## config.mk

```make
export PLATFORM = sky130hd
export DESIGN_NAME = hazard_controller_flat
export DESIGN_NICKNAME = d
export VERILOG_FILES = /design/src/rtl/pipeline_defs.sv /design/src/rtl/hazard_controller_if.sv /design/src/rtl/hazard_controller_muldiv_scoreboard.sv /design/src/rtl/hazard_controller.sv /design/src/flat_wrapper.sv
export SDC_FILE = /design/constraint.sdc
export NUM_CORES = 1
export LEC_CHECK = 0
export ABC_AREA = 1
export BUFFER_PORTS_ARGS = -buffer_cell sky130_fd_sc_hd__clkbuf_2
export CAP_MARGIN = 20
export CORE_MARGIN = 1.5
export CORE_UTILIZATION = 48
export CTS_CLUSTER_DIAMETER = 100
export DETAILED_ROUTE_END_ITERATION = 7
export PLACE_DENSITY = 0.86
export SLEW_MARGIN = 25
export SYNTH_ARGS = -nofsm -noshare
export SYNTH_HDL_FRONTEND = slang
export SYNTH_SLANG_ARGS = --single-unit
```

## constraint.sdc

```tcl
create_clock -name clk -period 3.4 [get_ports clk]
set_input_delay 1.02 -clock clk [delete_from_list [all_inputs] [get_ports clk]]
set_output_delay 1.02 -clock clk [all_outputs]
set_load 0.01 [all_outputs]
```

## src/rtl/pipeline_defs.sv

```systemverilog
// Shared pipeline constants for the 5-stage MIPS core.
// Register-address width, the NOP used by flush/bubble, mult/div latency.
package pipeline_defs;

    localparam int          REG_AW            = 5;
    localparam logic [31:0] NOP_INSTR         = 32'h0;
    localparam int          MULDIV_CYCLES_DEF = 32;

endpackage

```

## src/rtl/hazard_controller_if.sv

```systemverilog
// Hazard-controller bundle: ID/EX decode info in, stall/flush controls out.
// slave = hazard_controller, master = the pipeline side that drives it.
interface hazard_controller_if;
    import pipeline_defs::*;

    logic [REG_AW-1:0] IDrs;
    logic [REG_AW-1:0] IDrt;
    logic              IDusesrs;
    logic              IDusesrt;
    logic              IDjump;
    logic              IDmuldiv;
    logic              IDreadshilo;
    logic              EXmemread;
    logic [REG_AW-1:0] EXrt;
    logic              EXbranchtaken;

    logic              datahazard;
    logic              PCwrite;
    logic              IDEXbubble;
    logic              IFIDflush;
    logic              muldivstart;
    logic              muldivbusy;

    modport slave (
        input  IDrs, IDrt, IDusesrs, IDusesrt, IDjump,
        input  IDmuldiv, IDreadshilo,
        input  EXmemread, EXrt, EXbranchtaken,
        output datahazard, PCwrite, IDEXbubble, IFIDflush,
        output muldivstart, muldivbusy
    );

    modport master (
        output IDrs, IDrt, IDusesrs, IDusesrt, IDjump,
        output IDmuldiv, IDreadshilo,
        output EXmemread, EXrt, EXbranchtaken,
        input  datahazard, PCwrite, IDEXbubble, IFIDflush,
        input  muldivstart, muldivbusy
    );

endinterface

```

## src/rtl/hazard_controller_muldiv_scoreboard.sv

```systemverilog
// Busy down-counter for the shared multi-cycle mult/div unit.
// Ports: clk, reset (sync, active-low), start (load), busy (cnt != 0).
module muldiv_scoreboard #(
    parameter int MULDIV_CYCLES = 32,
    parameter int CNT_W         = 6
) (
    input  logic clk,
    input  logic reset,
    input  logic start,
    output logic busy
);

    logic [CNT_W-1:0] cnt_q;
    logic [CNT_W-1:0] cnt_d;

    // Start is only issued when idle, so load and decrement never collide.
    always_comb begin
        cnt_d = cnt_q;
        if (start)
            cnt_d = CNT_W'(MULDIV_CYCLES);
        else if (cnt_q != '0)
            cnt_d = cnt_q - CNT_W'(1);
    end

    always_ff @(posedge clk) begin
        if (!reset)
            cnt_q <= '0;
        else
            cnt_q <= cnt_d;
    end

    assign busy = (cnt_q != '0);

endmodule

```

## src/rtl/hazard_controller.sv

```systemverilog
// Stall/flush sequencer: load-use, taken branch, jump and mult/div hazards.
// Ports: clk, reset (sync, active-low), hif (hazard_controller_if.slave).
module hazard_controller
    import pipeline_defs::*;
#(
    parameter int MULDIV_CYCLES = MULDIV_CYCLES_DEF,
    parameter int CNT_W         = 6
) (
    input  logic                clk,
    input  logic                reset,
    hazard_controller_if.slave  hif
);

    logic busy;
    logic loaduse;
    logic mdhaz;
    logic dh;
    logic bub;
    logic fl;
    logic st;

    muldiv_scoreboard #(
        .MULDIV_CYCLES (MULDIV_CYCLES),
        .CNT_W         (CNT_W)
    ) u_sb (
        .clk   (clk),
        .reset (reset),
        .start (st),
        .busy  (busy)
    );

    // $zero is never a real load destination.
    assign loaduse = hif.EXmemread && (hif.EXrt != '0) &&
                     ((hif.IDusesrs && (hif.IDrs == hif.EXrt)) ||
                      (hif.IDusesrt && (hif.IDrt == hif.EXrt)));

    assign mdhaz = busy && (hif.IDreadshilo || hif.IDmuldiv);

    // Flush outranks every stall: the stalled ID instruction is on the
    // wrong path. A stalled jump only flushes once the stall releases.
    always_comb begin
        dh  = 1'b0;
        bub = 1'b0;
        fl  = 1'b0;
        st  = 1'b0;
        if (!reset) begin
            bub = 1'b1;
            fl  = 1'b1;
        end else if (hif.EXbranchtaken) begin
            bub = 1'b1;
            fl  = 1'b1;
        end else if (loaduse || mdhaz) begin
            dh  = 1'b1;
            bub = 1'b1;
        end else if (hif.IDmuldiv) begin
            st  = 1'b1;
        end else if (hif.IDjump) begin
            fl  = 1'b1;
        end
    end

    assign hif.datahazard  = dh;
    assign hif.PCwrite     = ~dh;
    assign hif.IDEXbubble  = bub;
    assign hif.IFIDflush   = fl;
    assign hif.muldivstart = st;
    assign hif.muldivbusy  = busy;

endmodule

```

## src/flat_wrapper.sv

```systemverilog
// flat-port wrapper written by rule: the top's interface ports become plain ports
module hazard_controller_flat import pipeline_defs::*;
#(
    parameter int MULDIV_CYCLES = MULDIV_CYCLES_DEF,
    parameter int CNT_W         = 6
)
  (clk, reset, hif_IDrs, hif_IDrt, hif_IDusesrs, hif_IDusesrt, hif_IDjump, hif_IDmuldiv, hif_IDreadshilo, hif_EXmemread, hif_EXrt, hif_EXbranchtaken, hif_datahazard, hif_PCwrite, hif_IDEXbubble, hif_IFIDflush, hif_muldivstart, hif_muldivbusy);
  hazard_controller_if hif_i ();
  input  logic clk;
  input  logic reset;
  input wire logic [$bits(hif_i.IDrs)-1:0] hif_IDrs;
  input wire logic [$bits(hif_i.IDrt)-1:0] hif_IDrt;
  input wire logic [$bits(hif_i.IDusesrs)-1:0] hif_IDusesrs;
  input wire logic [$bits(hif_i.IDusesrt)-1:0] hif_IDusesrt;
  input wire logic [$bits(hif_i.IDjump)-1:0] hif_IDjump;
  input wire logic [$bits(hif_i.IDmuldiv)-1:0] hif_IDmuldiv;
  input wire logic [$bits(hif_i.IDreadshilo)-1:0] hif_IDreadshilo;
  input wire logic [$bits(hif_i.EXmemread)-1:0] hif_EXmemread;
  input wire logic [$bits(hif_i.EXrt)-1:0] hif_EXrt;
  input wire logic [$bits(hif_i.EXbranchtaken)-1:0] hif_EXbranchtaken;
  output wire logic [$bits(hif_i.datahazard)-1:0] hif_datahazard;
  output wire logic [$bits(hif_i.PCwrite)-1:0] hif_PCwrite;
  output wire logic [$bits(hif_i.IDEXbubble)-1:0] hif_IDEXbubble;
  output wire logic [$bits(hif_i.IFIDflush)-1:0] hif_IFIDflush;
  output wire logic [$bits(hif_i.muldivstart)-1:0] hif_muldivstart;
  output wire logic [$bits(hif_i.muldivbusy)-1:0] hif_muldivbusy;
  assign hif_i.IDrs = hif_IDrs;
  assign hif_i.IDrt = hif_IDrt;
  assign hif_i.IDusesrs = hif_IDusesrs;
  assign hif_i.IDusesrt = hif_IDusesrt;
  assign hif_i.IDjump = hif_IDjump;
  assign hif_i.IDmuldiv = hif_IDmuldiv;
  assign hif_i.IDreadshilo = hif_IDreadshilo;
  assign hif_i.EXmemread = hif_EXmemread;
  assign hif_i.EXrt = hif_EXrt;
  assign hif_i.EXbranchtaken = hif_EXbranchtaken;
  assign hif_datahazard = hif_i.datahazard;
  assign hif_PCwrite = hif_i.PCwrite;
  assign hif_IDEXbubble = hif_i.IDEXbubble;
  assign hif_IFIDflush = hif_i.IFIDflush;
  assign hif_muldivstart = hif_i.muldivstart;
  assign hif_muldivbusy = hif_i.muldivbusy;
  hazard_controller #(.MULDIV_CYCLES(MULDIV_CYCLES), .CNT_W(CNT_W)) u_core (.clk(clk), .reset(reset), .hif(hif_i));
endmodule
```

* After elaboration in Yosys (flattened, before gate mapping)
Cells that the tools add are included.
** Word-level totals
- Input bits :: 24
- Output and inout bits :: 6
- Flip-flop bits (word level) :: 6
** Cells by class
- Equal/unequal tests :: 2
- Add/subtract/negate cells :: 1
- Reductions and logical operators :: 12
- Bitwise gates (word level) :: 2
- Muxes and demuxes :: 16
** Operator list (count)
- $mux W1 :: 14
- $mux W6 :: 2
- $eq A5 B5 Y1 :: 2
- $reduce_bool A6 Y1 :: 1
- $sub A6 B1 Y6 const B :: 1
- $logic_and A1 B1 Y1 :: 5
- $reduce_bool A5 Y1 :: 1
- $logic_or A1 B1 Y1 :: 3
- $not A1 Y1 :: 2
- $reduce_bool A2 Y1 :: 1
- $reduce_or A2 Y1 :: 1

* Longest topological paths before layout
Gate-level depths: netlist of run 1.
- Depth after elaboration :: 9
- Depth in mapped cells :: 10

* By module
A second synthesis of run 1 with hierarchy kept.
** Unflattened totals
- Cells, all modules :: 110
- Area total of the unflattened synthesis :: 593.1 µm²
** Modules (own cells, without submodules)
- muldiv_scoreboard :: area each 301.5 µm², times used 1, cells each 41
- hazard_controller :: area each 291.5 µm², times used 1, cells each 69

* Least setup slack after synthesis of run 1
OpenSTA, ideal clock, no wires.
- Path type :: input-to-output
- Start point :: in hif_EXrt[2]
- End point :: out hif_muldivstart
- Stages on the path :: 7
- Data required time :: 2.380 ns
- Path slack :: 0.632 ns
- Buffers on the path :: 0
- Arrival :: 1.748 ns
- Cell sequence :: inv_1 -> nand4_1 -> o21ai_0 -> inv_1 -> nand2_4 -> nand3_4 -> nor2_1
** On the way
- Cells in the longest elaborated chain, start to end :: 8
** Ends and longest elaborated chain
- start, declared :: RTL line flat_wrapper.sv:19 : input wire logic [$bits(hif_i.EXrt)-1:0] hif_EXrt;
- $eq A5 B5 Y1 (on tied branches) :: RTL line hazard_controller.sv:34, hazard_controller.sv:35
- $logic_and A1 B1 Y1 (on tied branches) :: RTL line hazard_controller.sv:34, hazard_controller.sv:35
- $logic_or A1 B1 Y1 :: RTL line hazard_controller.sv:34 : ((hif.IDusesrs && (hif.IDrs == hif.EXrt)) ||
- $logic_and A1 B1 Y1 (*) :: RTL line hazard_controller.sv:33 : assign loaduse = hif.EXmemread && (hif.EXrt != '0) &&
- $logic_or A1 B1 Y1 (*) :: RTL line hazard_controller.sv:52 : end else if (loaduse || mdhaz) begin
- $mux W1 (*) :: RTL line hazard_controller.sv:52
- $mux W1 (*) :: RTL line hazard_controller.sv:49 : end else if (hif.EXbranchtaken) begin
- $mux W1 (*) :: RTL line hazard_controller.sv:46 : if (!reset) begin
- end, declared :: RTL line flat_wrapper.sv:25 : output wire logic [$bits(hif_i.muldivstart)-1:0] hif_muldivstart;
Every way passes the cells marked *; elsewhere a longest branch is shown, timed or not.

* Final worst setup path of run 1
Ends and elaborated chain as after synthesis.

==> results of run 1 <==
==> cells in the mapped netlist (all sizes together) <==
cell / number
nand2: 38
inv: 21
nor2: 20
dfxtp: 6
nand3: 5
o21ai: 3
a21boi: 2
ha: 2
nand4: 2
xor2: 2
a21oi: 1
mux2i: 1
o31ai: 1
xnor2: 1
==> cells in the final DEF, fill, tap and decap left out, types with 2 or more instances in the layout <==
cell type | netlist | final
nand2_4 | 2 | 2
nor2_2 | 7 | 7
nand3_1 | 3 | 3
dfxtp_1 | 6 | 6
clkbuf_4 | 0 | 3
inv_2 | 4 | 4
nor2_1 | 13 | 13
nand2_1 | 35 | 35
clkbuf_2 | 0 | 29
ha_1 | 2 | 2
o21ai_0 | 2 | 2
xor2_1 | 2 | 2
nand3_4 | 2 | 2
nand4_1 | 2 | 2
inv_1 | 17 | 17
==> layer usage <==
metal  track usage  routed length [um]  vias to the layer above
li1              -                   -                      382
met1        0.2034                 561                      310
met2        0.3792                 662                       21
met3       0.08523                  79                        0
met4             0                   0                        0
met5             0                   0                        -
==> worst max-delay path, cell delays in order <==
cell      delay, ns
clkbuf_2       0.09
inv_1          0.10
nand4_1        0.11
o21ai_0        0.17
inv_1          0.11
nand2_4        0.09
nand3_4        0.08
nor2_1         0.09
clkbuf_2       0.13
==> layout make-up <==
type                       instances  area [um2]
fill                             109       352.8
timing repair buffer              29       145.1
inverter                          21       78.83
clock buffer                       3       22.52
sequential                         6       120.1
multi-input combinational         78       434.2
tap                               14       17.52
==> power by group through the flow <==
stage | Combinational [uW] | Sequential, uW | Clock (uW)
2_1_floorplan | 295 | 124 | 0
3_3_place_gp | 354 | 128 | 0
3_5_place_dp | 367 | 128 | 0
4_1_cts | 370 | 128 | 68.2
5_1_grt | 411 | 132 | 71.1
6_report | 363 | 129 | 65.1
==> worst min-delay path by stage <==
stage / to / slack, ns
3_5_place_dp: u_core.u_sb.cnt_q[3] / 0.55
3_3_place_gp: u_core.u_sb.cnt_q[3] / 0.56
2_1_floorplan: u_core.u_sb.cnt_q[3] / 0.54
5_1_grt: u_core.u_sb.cnt_q[4] / 0.63
4_1_cts: u_core.u_sb.cnt_q[4] / 0.60
6_report: u_core.u_sb.cnt_q[3] / 0.59
==> cell families (layout without fill, tap and decap cells) <==
group | after synthesis | in the layout | share of synthesized area
DFF | 6 | 6 | 0.1897
and+or+nand+nor | 65 | 65 | 0.4980
adders and majority gates | 2 | 2 | 0.03952
muxes | 1 | 1 | 0.01581
buffers and inverters | 21 | 53 | 0.1245
AOI/OAI and AO/OA | 7 | 7 | 0.09092
xor gates and xnor gates | 3 | 3 | 0.04151
==> through the flow <==
step	instances	utilization	total power [uW]	hold slack [ns]	area, um2
2_1_floorplan	105	-	419.3	0.5363	633.1
3_3_place_gp	148	0.6795	482.1	0.5556	795.8
3_5_place_dp	148	0.6795	495.1	0.5528	795.8
4_1_cts	151	0.6987	566.2	0.5967	818.3
5_1_grt	151	0.6987	614.2	0.6325	818.3
6_report	151	0.6987	557.1	0.5928	818.3
==> metrics.cfg, run 1 <==
[status]
status = finished, final reports clean

[cells_and_area]
diodes = 0
area_growth_pct = 29.25
top_regs = u_core.u_sb.cnt_q x6
largest_register_ffs = 6
fin_nets = 165
drive_gt1_frac = 0.3650
top_register = u_core.u_sb.cnt_q

[sta]
timing.final.crit_share = 0.8850
min_period_ns = 3.009
setup_slack_ns = 0.3909
max_freq_mhz = 332.3
worst_pin_slew_ns = 0.2206
setup_tns_ns = 0
final_max_slew_viol_count = 0
fin_skew_ns = 0.0009268
final_hold_viol_count = 0
max_slew_margin = 0.8517
rsz0062_at_grt = false
setup_viol = 0

[yosys]
synth_seq_cells = 6
syn_inst = 105
synth.largest_area_cell = nand2_1
ys_types = 21
yosysWarnings = 0
synth_top_area_frac = 0.2075
synth_area_um2 = 633.1
syn_area_per_cell_um2 = 6.030
synth_area_leaders = nand2_1 21%, dfxtp_1 19%, inv_1 10%, nor2_1 7.7%, nor2_2 6.9%
synth_nets = 131
ys_seq_area_frac = 0.1897

[global_routing]
antenna_found_initial = 0
grt_first_pass_wirelength_um = 2063
grt_overflow = 0
grt_usage = 0.1960
grt_pass1_vias = 600
grt_max_degree = 9

[worst_setup_path]
critPathLaunchType = input port
crit_path_end = hif_muldivstart
endpoint_kind = output port
setup.worst_path.start = hif_EXrt[2]
timing.rr.start = u_core.u_sb.cnt_q[0]
critPathMaxFanout = 4
cp_data_required_time_ns = 2.38
regToRegSetupSlack_ns = 2.09
ff2ff_path_depth = 6
cp.arrival_ns = 1.99
critical_path_class = input port to output port
reg2reg_to = u_core.u_sb.cnt_q[5]

[placement]
port_buffers = 29
place_ws_ns = 0.4059
dp.final_hpwl_um = 1111
gp_congestion = 0.7460

[routing]
drt_iter0_markers = 6
wl_per_cell_um = 8.629
routed_via_density = 4.722
drc_errors = 0
ant_nets = 0
drt-total-wl_um = 1303
via_count = 713
first_pass_iters = 4

[power_and_ir_drop]
vdd_drop_max_v = 0.0005452
clock_power_share = 0.117
swShare = 0.4599
p_int_uw = 300.9
comb_power_share = 0.652
seqPwrFrac = 0.231
p_switching_uw = 256.2
power-per-cell-area_nw_per_um2 = 680.8
p_leak_uw = 0.0005026

[die]
ios = 30
initial_core_util = 0.5406
std_cell_rows = 12
die_y_um = 39.32
dieWidth_um = 39.32
core-area_um2 = 1171
fp.dieArea_um2 = 1546

[cts]
clock_latency_ns = 0.24
cts_tree = built
path_clk_slew_ns = 0.04
cts.path.max_buffers = 2
h-tree-depth = 1
cts-root-buf = clkbuf_4
cts_hold_buf = 0
cts_setup_buffers = 0
numCtsBuffers = 3
cts_resized = 0
cts_sinks = 6

[min_path]
min_delay_path_depth = 4
hold_path.class = flip-flop to flip-flop
min_from = u_core.u_sb.cnt_q[3]

[flow_run]
max_cap_violations = 0

(Power assumes the default switching activity.)
==> inputs of run 2 (changes only) <==
==> constraint.sdc (replaced) <==
create_clock -name clk -period 3.5 [get_ports clk]
set_input_delay 1.05 -clock clk [delete_from_list [all_inputs] [get_ports clk]]
set_output_delay 1.05 -clock clk [all_outputs]
set_load 0.01 [all_outputs]
==> metrics.cfg, run 2 (same netlist as run 1, synthesis figures left out) <==
[power_and_ir_drop]
vdd_drop_max_v = 0.0005362  ; -1.6%
finalPower_uw = 546.7  ; -1.8%
p_leak_uw = 0.0005026  ; unchanged
power-per-cell-area_nw_per_um2 = 668.2  ; -1.8%

[die]
ios = 30  ; unchanged
dieWidth_um = 39.32  ; unchanged
die_y_um = 39.32  ; unchanged
std_cell_rows = 12  ; unchanged
fp.dieArea_um2 = 1546  ; unchanged
core-area_um2 = 1171  ; unchanged
initial_core_util = 0.5406  ; unchanged

[status]
status = finished, final reports clean

[placement]
dp.final_hpwl_um = 1122  ; +0.91%
gp_congestion = 0.7460  ; unchanged
port_buffers = 29  ; unchanged
place_ws_ns = 0.4430  ; +0.03710 ns
dp.cells = 148  ; unchanged

[cts]
cts_hold_buf = 0  ; unchanged
cts_setup_buffers = 0  ; unchanged
cts-root-buf = clkbuf_4
path_clk_slew_ns = 0.04  ; about the same
h-tree-depth = 1  ; unchanged
numCtsBuffers = 3  ; unchanged
clock_latency_ns = 0.26  ; +0.02 ns
cts_resized = 0  ; unchanged
cts_tree = built
cts_sinks = 6  ; unchanged
cts.path.max_buffers = 2  ; unchanged

[routing]
ant_nets = 0  ; unchanged
drt_iter0_markers = 4  ; -2
wl_per_cell_um = 8.636  ; about the same
drt-total-wl_um = 1304  ; about the same
via_count = 717  ; +0.56%
routed_via_density = 4.748  ; +0.56%
drc_errors = 0  ; unchanged
first_pass_iters = 3  ; -1

[cells_and_area]
area_growth_pct = 29.25  ; unchanged
layout_commonest_cell = nand2_1
fillers = 115  ; +5.5%
top_regs = u_core.u_sb.cnt_q x6
diodes = 0  ; unchanged
fin_nets = 165  ; unchanged
multiInputGateArea_um2 = 434.2  ; unchanged
stdcell_count = 151  ; unchanged
largest_register_ffs = 6  ; unchanged
top_register = u_core.u_sb.cnt_q
mostFrequentLayoutCells = 35 x nand2_1, 29 x clkbuf_2, 17 x inv_1, 13 x nor2_1, 7 x nor2_2
drive_gt1_frac = 0.3650  ; unchanged
seqCellArea_um2 = 120.1  ; unchanged

[worst_setup_path]
cp.arrival_ns = 2.01  ; +0.02 ns
max_stage_delay_ns = 0.15  ; -0.02 ns
cp_data_required_time_ns = 2.45  ; +0.07 ns
critPathMaxFanout = 4  ; unchanged
critical_path_class = input port to output port
critPathLaunchType = input port
regToRegSetupSlack_ns = 2.17  ; +0.08 ns
cp_cell_sequence = clkbuf_2 > inv_1 > nand4_1 > o21ai_0 > inv_1 > nand2_4 > nand3_4 > nor2_1 > clkbuf_2
endpoint_kind = output port
slowest_stage = o21ai_0

[global_routing]
grt_pass1_vias = 624  ; +4.0%
grt_usage = 0.2114  ; +0.01544
grt_overflow = 0  ; unchanged
antenna_found_initial = 0  ; unchanged
grt_first_pass_wirelength_um = 2187  ; +6.0%
grt_max_degree = 9  ; unchanged

[sta]
final_max_slew_viol_count = 0  ; unchanged
setup_viol = 0  ; unchanged
fin_skew_ns = 0.002234  ; +0.001307 ns
setup_tns_ns = 0  ; unchanged
max_slew_margin = 0.8689  ; +0.01723
rsz0062_at_grt = false
worst_pin_slew_ns = 0.1950  ; -0.02562 ns
max_freq_mhz = 326.5
worst_hold_slack_ns = 0.5784  ; -0.01435 ns
min_period_ns = 3.062
setup_slack_ns = 0.4377  ; +0.04675 ns
timing.final.crit_share = 0.8749
final_hold_viol_count = 0  ; unchanged

[min_path]
hold_path.class = flip-flop to flip-flop

[flow_run]
max_cap_violations = 0  ; unchanged

-- run 2: layer usage --
metal	vias up	GRT usage	part of all wire
li1	381	-	-
met1	312	0.2207	0.43
met5	-	0	0
met3	2	0.06818	0.057
met2	22	0.3875	0.50
met4	0	0.07759	0.016
-- run 2: layout make-up --
| class | instances | area share |
|---|---|---|
| multi-input combinational | 78 | 0.5306 |
| timing repair buffer | 29 | 0.1774 |
| clock buffer | 3 | 0.02752 |
| sequential | 6 | 0.1468 |
| inverter | 21 | 0.09633 |
| tap | 14 | 0.02141 |
-- run 2: critical path: cells and delay by family --
family | cells | cell delay (ns)
and+or+nand+nor | 4 | 0.38
buffers and inverters | 4 | 0.44
AOI/OAI and AO/OA | 1 | 0.15
-- run 2: path summary, 6_finish.rpt --
path                               end            startpoint  depth (start not counted)
setup / recovery       hif_muldivstart           hif_EXrt[2]                          9
hold / removal    u_core.u_sb.cnt_q[3]  u_core.u_sb.cnt_q[3]                          4
setup reg to reg  u_core.u_sb.cnt_q[5]  u_core.u_sb.cnt_q[0]                          6
hold reg to reg   u_core.u_sb.cnt_q[3]  u_core.u_sb.cnt_q[3]                          4
-- run 2: power by group --
group          internal (uW)  switching [uW]
clock network           39.1            30.3
logic                    152             201
registers                102            22.9
-- run 2: per-stage QoR --
stage | instance area, um2 | util
floorplan | 633.1 | -
detailed placement | 795.8 | 0.6795
finish | 818.3 | 0.6987
global placement | 795.8 | 0.6795
global route | 818.3 | 0.6987
CTS | 818.3 | 0.6987
==> inputs of run 3 (changes only) <==
--- a/config.mk
+++ b/config.mk
@@ -6,13 +6,13 @@
 export NUM_CORES = 1
 export LEC_CHECK = 0
 export ABC_AREA = 1
-export BUFFER_PORTS_ARGS = -buffer_cell sky130_fd_sc_hd__clkbuf_2
 export CAP_MARGIN = 20
-export CORE_MARGIN = 1.5
-export CORE_UTILIZATION = 48
+export CORE_AREA = 2 2 39 41
 export CTS_CLUSTER_DIAMETER = 100
 export DETAILED_ROUTE_END_ITERATION = 7
-export PLACE_DENSITY = 0.86
+export DIE_AREA = 0 0 41 43
+export DONT_BUFFER_PORTS = 1
+export PLACE_DENSITY = 0.66
 export SLEW_MARGIN = 25
 export SYNTH_ARGS = -nofsm -noshare
 export SYNTH_HDL_FRONTEND = slang
==> metrics.cfg, run 3 (same netlist as run 1, synthesis figures left out) <==
[routing]
drt_iter0_markers = 6  ; +2
drt-total-wl_um = 1114  ; -15%
wl_per_cell_um = 8.984  ; +4.0%
first_pass_iters = 3  ; unchanged
routed_via_density = 4.685  ; -1.3%
via_count = 581  ; -19%
drc_errors = 0  ; unchanged
ant_nets = 0  ; unchanged

[worst_setup_path]
critPathMaxFanout = 4  ; unchanged
cp_data_required_time_ns = 2.45  ; about the same
critical_path_class = input port to output port
cp.arrival_ns = 1.87  ; -0.14 ns
endpoint_kind = output port
setup.worst_path.start = hif_EXrt[2]
timing.rr.start = u_core.u_sb.cnt_q[0]
critPathLaunchType = input port

[cts]
cts_tree = built
clock_latency_ns = 0.24  ; -0.02 ns
cts_setup_buffers = 0  ; unchanged
cts-root-buf = clkbuf_4
cts_hold_buf = 0  ; unchanged
cts.path.max_buffers = 2  ; unchanged
cts_resized = 0  ; unchanged
numCtsBuffers = 3  ; unchanged
path_clk_slew_ns = 0.05  ; about the same
h-tree-depth = 1  ; unchanged
cts_sinks = 6  ; unchanged

[die]
fp.dieArea_um2 = 1763  ; +14%
die_y_um = 43  ; +9.4%
dieWidth_um = 41  ; +4.3%
ios = 30  ; unchanged
initial_core_util = 0.4575  ; -0.08309
std_cell_rows = 14  ; +2
core-area_um2 = 1384  ; +18%

[global_routing]
grt_max_degree = 9  ; unchanged
antenna_found_initial = 0  ; unchanged
grt_usage = 0.1630  ; -0.04842
grt_first_pass_wirelength_um = 1987  ; -9.1%
grt_overflow = 0  ; unchanged
grt_pass1_vias = 553  ; -11%

[cells_and_area]
drive_gt1_frac = 0.1944  ; -0.1705
top_regs = u_core.u_sb.cnt_q x6
largest_register_ffs = 6  ; unchanged
layout_commonest_cell = nand2_1
top_register = u_core.u_sb.cnt_q
area_growth_pct = 6.719
mostFrequentLayoutCells = 35 x nand2_1, 17 x inv_1, 13 x nor2_1, 7 x nor2_2, 6 x dfxtp_1
fin_nets = 136  ; -18%
diodes = 0  ; unchanged

[placement]
gp_congestion = 0.7996  ; +7.2%
dp.final_hpwl_um = 948.4  ; -15%
port_buffers = 0  ; -100%
place_ws_ns = 0.5620  ; +0.1189 ns

[sta]
timing.final.crit_share = 0.8357  ; -0.03928
min_period_ns = 2.925  ; -0.1375 ns
final_hold_viol_count = 0  ; unchanged
setup_slack_ns = 0.5752  ; +0.1375 ns
setup_viol = 0  ; unchanged
max_freq_mhz = 341.9  ; +4.7%
final_max_slew_viol_count = 0  ; unchanged
rsz0062_at_grt = false
setup_tns_ns = 0  ; unchanged
worst_pin_slew_ns = 0.2128  ; +0.01786 ns
max_slew_margin = 0.8576  ; -0.01132
fin_skew_ns = 0.004349  ; +0.002115 ns

[status]
status = finished, final reports clean

[power_and_ir_drop]
finalPower_uw = 511.2  ; -6.5%
vdd_drop_max_v = 0.0004402  ; -18%
power-per-cell-area_nw_per_um2 = 756.6  ; +13%
p_leak_uw = 0.0003826  ; -24%

[min_path]
hold_path.class = flip-flop to flip-flop
min_from = u_core.u_sb.cnt_q[3]

[flow_run]
max_cap_violations = 0  ; unchanged

## run 3: worst paths after layout
path / to / slack, ns / depth (start not counted)
min reg2reg: u_core.u_sb.cnt_q[3] / 0.56 / 4
max: hif_muldivstart / 0.58 / 7
min: u_core.u_sb.cnt_q[3] / 0.56 / 4
max reg2reg: u_core.u_sb.cnt_q[5] / 2.18 / 6
## run 3: critical path, stage by stage
cell and delay [ns]:
inv_1 0.08, nand4_1 0.11, o21ai_0 0.16, inv_1 0.11
nand2_4 0.09, nand3_4 0.08, nor2_1 0.20
## run 3: through the flow
step	std cells	hold slack (ns)	util	instance area [um2]
after floorplan	105	0.5363	-	633.1
after global placement	121	0.5527	0.4720	653.1
after detailed placement	121	0.5574	0.4720	653.1
after CTS	124	0.5648	0.4882	675.6
after global routing	124	0.6279	0.4882	675.6
final	124	0.5643	0.4882	675.6
## run 3: cell type report
cell class	instances	area, um2
clock buffer	3	22.52
fill	148	708.2
inverter	21	78.83
multi-input combinational	78	434.2
sequential	6	120.1
tap	16	20.02
## run 3: power breakdown
group          internal, uW  switching (uW)  leakage [uW]
registers               102            22.7     0.0000497
logic                   131             192      0.000319
clock network          38.7            24.5     0.0000138
## run 3: per-layer routing
| metal | vias up | track usage | part of all wire | wire length (um) |
|---|---|---|---|---|
| met5 | - | 0 | 0 | 0 |
| met4 | 0 | 0.04000 | 0 | 0 |
| met1 | 234 | 0.1942 | 0.46 | 508 |
| li1 | 321 | - | - | - |
| met2 | 26 | 0.2531 | 0.44 | 495 |
| met3 | 0 | 0.07853 | 0.099 | 110 |
